## src/rtl/hdlc_pkg.sv

```systemverilog
// -----------------------------------------------------------------------------
// hdlc_pkg
// Shared constants, types and CRC helper for the HDLC receive deframer.
//   HDLC_FLAG   : opening/closing flag octet
//   CRC_POLY    : CRC-16/CCITT generator (normal form)
//   CRC_GOOD    : residue left in the reflected CRC register after a good FCS
//   rx_state_t  : deframer state (HUNT / OPEN / DATA)
//   bit_class_t : classification of an arriving line bit
//   rx_err_t    : error flags reported with end-of-frame
// -----------------------------------------------------------------------------
package hdlc_pkg;

  localparam logic [7:0]  HDLC_FLAG = 8'h7E;
  localparam logic [15:0] CRC_POLY  = 16'h1021;
  localparam logic [15:0] CRC_GOOD  = 16'hF0B8;

  typedef enum logic [1:0] {
    HUNT = 2'd0,
    OPEN = 2'd1,
    DATA = 2'd2
  } rx_state_t;

  typedef enum logic [1:0] {
    BIT_DATA  = 2'd0,
    BIT_STUFF = 2'd1,
    BIT_FLAG  = 2'd2,
    BIT_ABORT = 2'd3
  } bit_class_t;

  typedef struct packed {
    logic fcs;
    logic short_f;
    logic align;
  } rx_err_t;

  // One serial step of the reflected CRC-16/CCITT. The line sends LSB first,
  // so the register shifts right and uses the bit-reversed polynomial.
  function automatic logic [15:0] crc16_refl_step(input logic [15:0] crc,
                                                  input logic        din);
    logic [15:0] poly_refl;
    logic        fb;
    for (int i = 0; i < 16; i++) begin
      poly_refl[i] = CRC_POLY[15-i];
    end
    fb = crc[0] ^ din;
    crc16_refl_step = {1'b0, crc[15:1]} ^ (fb ? poly_refl : 16'h0000);
  endfunction

endpackage

```

## src/rtl/hdlc_crc16_bit.sv

```systemverilog
// -----------------------------------------------------------------------------
// hdlc_crc16_bit
// Combinational single-bit update of the reflected CRC-16/CCITT register.
// Ports:
//   crc_i [15:0] : current CRC register
//   bit_i        : data bit being absorbed (line order, LSB of byte first)
//   crc_o [15:0] : updated CRC register
// -----------------------------------------------------------------------------
module hdlc_crc16_bit
  import hdlc_pkg::*;
(
  input  logic [15:0] crc_i,
  input  logic        bit_i,
  output logic [15:0] crc_o
);

  assign crc_o = crc16_refl_step(crc_i, bit_i);

endmodule

```

## src/rtl/hdlc_rx_deframer.sv

```systemverilog
// -----------------------------------------------------------------------------
// hdlc_rx_deframer
// Serial HDLC receive front end: flag hunt, zero-bit destuffing, abort
// detection and LSB-first byte assembly with frame markers.
//
// Optional build macro: HDLC_RX_FCS_CHECK_EN enables the CRC-16/CCITT check
// reported in rx_err.fcs; without it rx_err.fcs is tied low.
//
// Ports:
//   clk_i       : system clock
//   rst_n_i     : asynchronous active-low reset
//   rx_en       : receiver enable, low forces HUNT and clears counters
//   rx_bit_vld  : strobe, rx carries a valid line bit
//   rx          : serial line bit
//   shiftreg    : last 8 raw line bits, newest in bit 7
//   flag_det    : pulse, flag received (any state)
//   rx_abort    : pulse, abort seen inside a frame
//   rx_data     : assembled byte, first line bit in bit 0
//   rx_data_vld : pulse, rx_data updated
//   rx_sof      : with rx_data_vld, first byte of the frame
//   rx_eof      : pulse, frame closed by a flag
//   rx_err      : with rx_eof, {fcs, short, align}
// -----------------------------------------------------------------------------
module hdlc_rx_deframer
  import hdlc_pkg::*;
#(
  parameter int unsigned MIN_FRAME_BYTES = 2
) (
  input  logic       clk_i,
  input  logic       rst_n_i,
  input  logic       rx_en,
  input  logic       rx_bit_vld,
  input  logic       rx,
  output logic [7:0] shiftreg,
  output logic       flag_det,
  output logic       rx_abort,
  output logic [7:0] rx_data,
  output logic       rx_data_vld,
  output logic       rx_sof,
  output logic       rx_eof,
  output logic [2:0] rx_err
);

  localparam logic [7:0] MIN_BYTES_C = 8'(MIN_FRAME_BYTES);

  rx_state_t  state_r;
  rx_state_t  state_nxt_s;
  bit_class_t cls_s;

  logic       step_s;
  logic       is_flag_s;
  logic       is_abort_s;
  logic       is_data_s;
  logic       commit_s;
  logic       byte_done_s;
  logic       fcs_err_s;

  logic [2:0] ones_cnt_r;
  logic [2:0] dly_cnt_r;
  logic [2:0] bit_cnt_r;
  logic [6:0] dly_r;
  logic [6:0] byte_r;
  logic [7:0] byte_cnt_r;
  logic [7:0] byte_val_s;

  logic       flag_det_nxt_s;
  logic       rx_abort_nxt_s;
  logic       rx_eof_nxt_s;
  logic       rx_sof_nxt_s;
  rx_err_t    err_nxt_s;

  assign step_s = rx_en & rx_bit_vld;

  // Classify the arriving line bit from the run of ones preceding it.
  always_comb begin
    cls_s = BIT_DATA;
    if ((ones_cnt_r == 3'd6) && (rx == 1'b0)) begin
      cls_s = BIT_FLAG;
    end else if ((ones_cnt_r >= 3'd6) && (rx == 1'b1)) begin
      cls_s = BIT_ABORT;
    end else if ((ones_cnt_r == 3'd5) && (rx == 1'b0)) begin
      cls_s = BIT_STUFF;
    end else begin
      cls_s = BIT_DATA;
    end
  end

  assign is_flag_s  = step_s && (cls_s == BIT_FLAG);
  assign is_abort_s = step_s && (cls_s == BIT_ABORT);
  assign is_data_s  = step_s && (cls_s == BIT_DATA) && (state_r != HUNT);
  // The delay line holds 7 bits so a closing flag's 0111111 prefix can be
  // dropped; a bit leaves the line for assembly only when it is full.
  assign commit_s    = is_data_s && (dly_cnt_r == 3'd7);
  assign byte_done_s = commit_s && (bit_cnt_r == 3'd7);
  assign byte_val_s  = {dly_r[0], byte_r};

  // State register.
  always_ff @(posedge clk_i or negedge rst_n_i) begin
    if (!rst_n_i) begin
      state_r <= HUNT;
    end else begin
      state_r <= state_nxt_s;
    end
  end

  // Next-state decode.
  always_comb begin
    state_nxt_s = state_r;
    if (!rx_en) begin
      state_nxt_s = HUNT;
    end else begin
      case (state_r)
        HUNT: begin
          if (is_flag_s) state_nxt_s = OPEN;
          else           state_nxt_s = HUNT;
        end
        OPEN: begin
          if (is_flag_s)       state_nxt_s = OPEN;
          else if (is_abort_s) state_nxt_s = HUNT;
          else if (commit_s)   state_nxt_s = DATA;
          else                 state_nxt_s = OPEN;
        end
        DATA: begin
          if (is_flag_s)       state_nxt_s = OPEN;
          else if (is_abort_s) state_nxt_s = HUNT;
          else                 state_nxt_s = DATA;
        end
        default: state_nxt_s = HUNT;
      endcase
    end
  end

  // Output decode: next values of the registered pulse outputs.
  always_comb begin
    flag_det_nxt_s = is_flag_s;
    rx_abort_nxt_s = is_abort_s && (state_r == DATA);
    rx_eof_nxt_s   = is_flag_s && (state_r == DATA);
    rx_sof_nxt_s   = byte_done_s && (byte_cnt_r == 8'd0);
    err_nxt_s      = rx_err_t'(3'b000);
    if (rx_eof_nxt_s) begin
      err_nxt_s.fcs     = fcs_err_s;
      err_nxt_s.short_f = (byte_cnt_r < MIN_BYTES_C);
      err_nxt_s.align   = (bit_cnt_r != 3'd0);
    end else begin
      err_nxt_s = rx_err_t'(3'b000);
    end
  end

  // Datapath: raw shifter, ones run, delay line, byte assembly, outputs.
  always_ff @(posedge clk_i or negedge rst_n_i) begin
    if (!rst_n_i) begin
      shiftreg    <= 8'h00;
      flag_det    <= 1'b0;
      rx_abort    <= 1'b0;
      rx_data     <= 8'h00;
      rx_data_vld <= 1'b0;
      rx_sof      <= 1'b0;
      rx_eof      <= 1'b0;
      rx_err      <= 3'b000;
      ones_cnt_r  <= 3'd0;
      dly_cnt_r   <= 3'd0;
      bit_cnt_r   <= 3'd0;
      dly_r       <= 7'd0;
      byte_r      <= 7'd0;
      byte_cnt_r  <= 8'd0;
    end else begin
      flag_det    <= flag_det_nxt_s;
      rx_abort    <= rx_abort_nxt_s;
      rx_eof      <= rx_eof_nxt_s;
      rx_err      <= err_nxt_s;
      rx_data_vld <= byte_done_s;
      rx_sof      <= rx_sof_nxt_s;
      if (!rx_en) begin
        ones_cnt_r <= 3'd0;
        dly_cnt_r  <= 3'd0;
        bit_cnt_r  <= 3'd0;
        byte_cnt_r <= 8'd0;
      end else if (rx_bit_vld) begin
        shiftreg   <= {rx, shiftreg[7:1]};
        ones_cnt_r <= rx ? ((ones_cnt_r == 3'd7) ? 3'd7 : ones_cnt_r + 3'd1) : 3'd0;
        if ((cls_s == BIT_FLAG) || (cls_s == BIT_ABORT)) begin
          // Pending delay-line bits are flag/abort prefix, never data.
          dly_cnt_r  <= 3'd0;
          bit_cnt_r  <= 3'd0;
          byte_cnt_r <= 8'd0;
        end else if (is_data_s) begin
          dly_r <= {rx, dly_r[6:1]};
          if (dly_cnt_r != 3'd7) begin
            dly_cnt_r <= dly_cnt_r + 3'd1;
          end
          if (commit_s) begin
            byte_r    <= byte_val_s[7:1];
            bit_cnt_r <= bit_cnt_r + 3'd1;
            if (byte_done_s) begin
              rx_data <= byte_val_s;
              if (byte_cnt_r != 8'hFF) begin
                byte_cnt_r <= byte_cnt_r + 8'd1;
              end
            end
          end
        end
      end
    end
  end

`ifdef HDLC_RX_FCS_CHECK_EN
  logic [15:0] crc_r;
  logic [15:0] crc_nxt_s;

  hdlc_crc16_bit u_crc (
    .crc_i (crc_r),
    .bit_i (dly_r[0]),
    .crc_o (crc_nxt_s)
  );

  // CRC register: seeded on every flag, absorbs each committed data bit.
  always_ff @(posedge clk_i or negedge rst_n_i) begin
    if (!rst_n_i) begin
      crc_r <= 16'hFFFF;
    end else if (is_flag_s) begin
      crc_r <= 16'hFFFF;
    end else if (commit_s) begin
      crc_r <= crc_nxt_s;
    end else begin
      crc_r <= crc_r;
    end
  end

  // The FCS bytes themselves are absorbed, so a good frame leaves CRC_GOOD.
  assign fcs_err_s = (crc_r != CRC_GOOD);
`else
  assign fcs_err_s = 1'b0;
`endif

endmodule

```

## config.mk

```make
export PLATFORM = sky130hd
export DESIGN_NAME = hdlc_rx_deframer
export DESIGN_NICKNAME = d
export VERILOG_FILES = /design/src/rtl/hdlc_pkg.sv /design/src/rtl/hdlc_crc16_bit.sv /design/src/rtl/hdlc_rx_deframer.sv
export SDC_FILE = /design/constraint.sdc
export NUM_CORES = 1
export LEC_CHECK = 0
export ABC_AREA = 0
export ABC_CLOCK_PERIOD_IN_PS = 2100
export CORE_ASPECT_RATIO = 0.5
export CORE_MARGIN = 2
export CORE_UTILIZATION = 50
export CTS_CLUSTER_SIZE = 24
export DETAILED_ROUTE_END_ITERATION = 8
export PLACE_DENSITY = 0.75
export SLEW_MARGIN = 20
export SYNTH_ARGS = -nofsm -noshare
export SYNTH_HDL_FRONTEND = slang
export SYNTH_SLANG_ARGS = --single-unit
```

## constraint.sdc

```tcl
create_clock -name clk_i -period 2.1 [get_ports clk_i]
set_input_delay 0.525 -clock clk_i [delete_from_list [all_inputs] [get_ports clk_i]]
set_output_delay 0.525 -clock clk_i [all_outputs]
set_load 0.1 [all_outputs]
```

==> results.txt, run 1 <==
Top Usage Layer GRT: met2
Vias in the first global route: 1856
Met3 Use GR: 0.0457
XOR/XNOR share of the synthesized area: 0
Synth cell types: 43
Hold Buf Count CTS: 0
Fmax: 0.477 GHz
Most common cell after layout, fill and taps aside: dfrtp_1
Critical path capture point type: flop
Max Root-Sink Buffers: 2
EDFF count, synth: 0
HPWL after detailed placement: 3860 um
Rel. slew slack: 0.627
WHS: 0.189 ns
Cell Pwr Density: 809 nW/um^2
Clock sink count: 56
Post-Syn Area per Cell: 11.1 um^2
Crit path DAT: 2.31 ns
Final Cycle Share: 0.999
Antenna cells: 0
Mux cell area share after synthesis: 0.113
Die height: 54.9 um
Worst skew pair latency: 0.32 ns
Final Hold Viols: 0
Die Area: 5810 um^2
Largest net degree at the start of global routing: 35
Clk_skew: 0.00526 ns
Leakage Power: 1.64 nW
Synth-to-Final Area Change: 25.7%
Simple-gate portion of the synthesized area: 0.152
Vias: 1977
Met1 global-route usage: 0.253
Via density: 5.48
Fillers: 399
Die extent in x: 106 um
Synthesized instance count: 233
Yosys warning count: 0
CTS tree: built
Drt first-iter violations: 90
Max rail drop VDD: 1.32 mV
Nets@finish: 305
CP Launch Type: input port
Total global routing overflow: 0
GRT Overall Usage: 0.200
Worst Tran Pin Value: 0.559 ns
Post-synthesis compound-gate area fraction: 0.109
Hold WC Path Type: input port to asynchronous set/reset pin
Routability cong.: 0.838
H-tree levels: 2
Ys flop type: dfrtp_1
RSZ-0062 raised after global routing: true
Worst setup path category: input port to flop
Final Max Slew Viols: 0
Post-route ant nets: 0
Async SR Flop Fraction: 1.00
WL final: 5460 um
Fraction of layout cells with a size suffix above 1: 0.337
Clk root buf: clkbuf_8
Period minus WS final: 2.10 ns
Commonest cells after routing, fill and taps aside: dfrtp_1, buf_4, nand2_1
Flops & latches, synth: 56
Setup-failing EPs final: 0
Status: completed
Req. time, crit path: 2.31 ns
Worst-path fanout max: 5
Synthesized net count: 248
Port Buffers: 27
First-pass GRT wire length: 8780 um
Largest family of logic cells by synthesized area: simple AND/OR/NAND/NOR gates
Antenna violations before repair: 0
Routed WL per cell: 15.1 um
DRT Pass-1 Iters: 4
Netlist Area Pre-Place: 2590 um^2
Adder-cell share of the synthesized area: 0.0483
Num ports: 29
Initial core utilization: 0.523
Total CTS buffers: 5
Drt drc: 0
Met2 GRT Util: 0.352
Worst-path clk slew: 0.10 ns
Max_cap viols: 0
Placement Rows: 18
Core area: 4950 um^2
Seq/Total Area, Yosys: 0.541
Layout Utilization: 0.657
[final timing paths]
check / start / to / slack [ns] / cells after the start
setup / recovery: rx / byte_cnt_r[3] / 0.003 / 5
setup reg to reg: ones_cnt_r[1] / byte_cnt_r[3] / 0.03 / 6
max in group asynchronous: rst_n_i / bit_cnt_r[0] / 1.36 / 2
hold / removal: rst_n_i / ones_cnt_r[0] / 0.19 / 1
min in group clk_i: byte_r[0] / rx_data[0] / 0.48 / 2
hold reg to reg: byte_r[0] / rx_data[0] / 0.48 / 2
[cell usage after synthesis, types with 2 or more instances]
master,n,share of area
mux2_2,25,0.11
a311oi_1,2,0.0068
nor2b_1,3,0.0072
nand4_1,3,0.0072
and2_1,2,0.0048
nand3b_1,2,0.0058
o311ai_0,2,0.0068
nor2_1,9,0.013
clkbuf_1,4,0.0058
nand2b_1,2,0.0048
a211o_1,2,0.0068
o311a_1,2,0.0077
buf_2,4,0.0077
a31oi_1,2,0.0048
nor4_1,3,0.0072
a22o_1,4,0.014
dfrtp_1,56,0.54
inv_1,12,0.017
nand3_1,8,0.015
and4_1,3,0.010
nand2_1,38,0.055
a21oi_1,9,0.017
ha_1,10,0.048
a211oi_1,2,0.0058
o21ai_0,4,0.0077
nor3_1,3,0.0058
[critical path: stages]
cell	delay, ns
clkdlybuf4s50_1	0.41
or3_4	0.39
a311o_1	0.36
o311a_1	0.39
a211o_1	0.23
[report_power, final]
part / switching (mW) / internal (mW)
registers: 0.0416 / 1.14
clock network: 0.369 / 0.360
logic: 0.558 / 0.165
[kinds of logic (layout without fill, tap and decap cells)]
| logic type | after synthesis | after routing |
|---|---|---|
| buffers and inverters | 22 | 80 |
| AND/OR/NAND/NOR | 81 | 81 |
| AO/OA/AOI/OAI | 37 | 37 |
| multiplexers | 26 | 26 |
| adder cells (fa/ha/maj) | 10 | 10 |
| other | 1 | 1 |
| flip-flops | 56 | 56 |
[stage by stage]
step | TNS (ns) | std cells | total power, mW | setup WS (ns) | area [um^2]
finish | 0 | 361 | 2.63 | 0.00304 | 3260
global route | -0.118 | 361 | 2.72 | -0.0473 | 3260
CTS | 0 | 360 | 2.65 | 0.00307 | 3210
detailed placement | -8.55 | 351 | 1.93 | -0.427 | 3080
global placement | -7.37 | 351 | 1.92 | -0.330 | 3080
floorplan | -0.00110 | 233 | 1.74 | -0.00110 | 2590
[what timing repair did]
item	CTS	global route
gates resized for setup	1	8
pin swaps	0	2
endpoints found under the setup margin	1	9
setup buffers	1	1
[metal layers]
layer / part of all wire / wire, um / vias to the layer above
met4: 0.0088 / 48 / 0
met3: 0.045 / 248 / 5
met5: 0 / 0 / -
met1: 0.47 / 2560 / 980
li1: - / - / 937
met2: 0.48 / 2600 / 55
[sequential cells by signal, summed over array words and instances (netlist names)]
name / count
bit_cnt_r: 3
byte_cnt_r: 8
byte_r: 7
dly_cnt_r: 3
dly_r: 7
flag_det: 1
ones_cnt_r: 3
rx_abort: 1
rx_data: 8
rx_data_vld: 1
rx_eof: 1
rx_err: 2
rx_sof: 1
shiftreg: 8
state_r: 2
[cell type report]
cell class	instances	area, um^2	area share
Tap cell	70	87.6	0.0269
Clock buffer	5	68.8	0.0211
Timing Repair Buffer	59	468	0.144
Clock inverter	3	47.5	0.0146
Inverter	13	48.8	0.0150
Multi-Input combinational cell	155	1130	0.348
Sequential cell	56	1400	0.430
Power figures use the tool's default switching activity.
==> inputs of run 2 (changes only) <==
--- a/config.mk
+++ b/config.mk
@@ -8,11 +8,11 @@
 export ABC_AREA = 0
 export ABC_CLOCK_PERIOD_IN_PS = 2100
 export CORE_ASPECT_RATIO = 0.5
-export CORE_MARGIN = 2
 export CORE_UTILIZATION = 50
 export CTS_CLUSTER_SIZE = 24
 export DETAILED_ROUTE_END_ITERATION = 8
 export PLACE_DENSITY = 0.75
+export SETUP_SLACK_MARGIN = 0.3
 export SLEW_MARGIN = 20
 export SYNTH_ARGS = -nofsm -noshare
 export SYNTH_HDL_FRONTEND = slang
==> run 2 against run 1 <==
  * Fmax is 0.94% higher
  * Global-route usage is 2.4 points higher
  * First-iteration DRC count is 4.4% higher
  * Final cell count is 1.7% higher
  * Largest cell class unchanged
  * Register-to-register slack hardly changed
  * Combinational power is 2% higher
  * Clock skew is 0.0010 ns lower
  * Routed wire length is 5.3% higher
  * Critical path depth is 2 higher
  * Largest power group unchanged
  * Sequential share of layout area is 2.0 points lower
==> results.txt, run 2 (same netlist as run 1, synthesis figures left out) <==
Period minus WS final: 2.08 ns
Num ports: 29
Initial core utilization: 0.523
Fin cells: 367
Drt first-iter violations: 94
Port Buffers: 27
Clk root buf: clkbuf_8
DRT Pass-1 Iters: 4
Critical path capture point type: flop
Status: completed
Final Max Slew Viols: 0
First-pass GRT wire length: 9380 um
WL final: 5750 um
CP Launch Type: flop
GRT Overall Usage: 0.224
Fillers: 354
Final Hold Viols: 0
Worst-path clk slew: 0.10 ns
Final worst setup slack: 0.0225 ns
H-tree levels: 2
Routed WL per cell: 15.7 um
Critical path cell sequence: inv_1 -> ha_2 -> or3_4 -> a311o_2 -> inv_2 -> and4_1 -> mux2_4
Worst setup path category: flop to flop
Core area: 4950 um^2
HPWL after detailed placement: 3680 um
Largest net degree at the start of global routing: 57
Routability cong.: 0.838
Antenna violations before repair: 0
RSZ-0062 raised after global routing: true
Hold WC Path Type: input port to asynchronous set/reset pin
Leakage Power: 1.70 nW
Power Total: 2.63 mW
Max_cap viols: 0
Drt drc: 0
Fin area: 3420 um^2
Worst skew pair latency: 0.31 ns
Biggest regs: byte_cnt_r (8), rx_data (8), shiftreg (8)
Cell Pwr Density: 770 nW/um^2
Nets@finish: 311
Synth-to-Final Area Change: 32.0%
Crit-path slowest cell: dfrtp_1
Post-route ant nets: 0
Slowest stage delay, CP: 0.39 ns
Vias in the first global route: 1911
Vias: 2006
Die height: 52.9 um
CTS tree: built
Die Area: 5490 um^2
Layout Utilization: 0.690
Die extent in x: 104 um
Post-place setup slack: -0.410 ns
Worst-path fanout max: 5
Commonest cells after routing, fill and taps aside: dfrtp_1, buf_4, nand2_1
Fraction of layout cells with a size suffix above 1: 0.384
Placement Rows: 18
Total CTS buffers: 5
Total global routing overflow: 0
# placed instances: 354
Max rail drop VDD: 1.11 mV
Area after DPL: 3120 um^2
Req. time, crit path: 2.30 ns
Setup-failing EPs final: 0
Clock sink count: 56
Final Cycle Share: 0.989
Fmax: 0.481 GHz
Via density: 5.47
Max Root-Sink Buffers: 2
Most common cell after layout, fill and taps aside: dfrtp_1
Clk_skew: 0.00423 ns
Antenna cells: 0
Crit path DAT: 2.28 ns
## run 2: area by class of cell
type / count / area [um^2] / area share
inverters: 13 / 48.8 / 0.0143
clock buffers: 5 / 68.8 / 0.0201
repair buffers: 64 / 523 / 0.153
well taps: 70 / 87.6 / 0.0256
multi-input cells: 156 / 1240 / 0.363
clock inverters: 3 / 46.3 / 0.0135
flip-flops and latches: 56 / 1400 / 0.410
## run 2: critical path, delay by kind of cell, from the launching register on
kind | cells | cell delay (ns)
fa+ha+maj | 1 | 0.19
simple gates | 2 | 0.58
mux | 1 | 0.30
compound gates | 1 | 0.38
flops | 1 | 0.39
buf+inv | 2 | 0.13
## run 2: repair_timing
action,CTS,global route
setup endpoints to repair,43,40
hold buffers,0,0
gates cloned,2,0
pin swaps,8,6
resized for setup,28,8
setup buffers,2,1
## run 2: routing by layer
| layer | routed length, um | part of all wire | track usage | up-vias |
|---|---|---|---|---|
| met5 | 0 | 0 | 0 | - |
| met4 | 63 | 0.011 | 0.0690 | 0 |
| met3 | 305 | 0.053 | 0.0591 | 11 |
| met2 | 2810 | 0.49 | 0.376 | 65 |
| met1 | 2570 | 0.45 | 0.293 | 975 |
| li1 | - | - | - | 955 |
## run 2: where the power goes
| part | total (mW) | switching, mW | leakage (nW) | internal [mW] |
|---|---|---|---|---|
| clock | 0.717 | 0.357 | 0.0548 | 0.360 |
| sequential | 1.18 | 0.0417 | 0.764 | 1.14 |
| combinational | 0.734 | 0.565 | 0.877 | 0.169 |
## run 2: path summary, 6_finish.rpt
| path | depth (start not counted) | to | slack, ns | from |
|---|---|---|---|---|
| max reg2reg | 7 | byte_cnt_r[7] | 0.02 | ones_cnt_r[0] |
| min | 2 | rx_data[3] | 0.19 | rst_n_i |
| max in group asynchronous | 2 | ones_cnt_r[2] | 1.64 | rst_n_i |
| max | 7 | byte_cnt_r[7] | 0.02 | ones_cnt_r[0] |
| min in group clk_i | 2 | rx_data[0] | 0.47 | byte_r[0] |
| min reg2reg | 2 | rx_data[0] | 0.47 | byte_r[0] |
## run 2: per-stage QoR
step / hold WS, ns / TNS, ns
2_1_floorplan: 0.229 / 0
3_3_place_gp: 0.456 / -10.22
3_5_place_dp: 0.456 / -11.45
4_1_cts: 0.203 / -0.0212
5_1_grt: 0.204 / -0.0503
6_report: 0.190 / 0
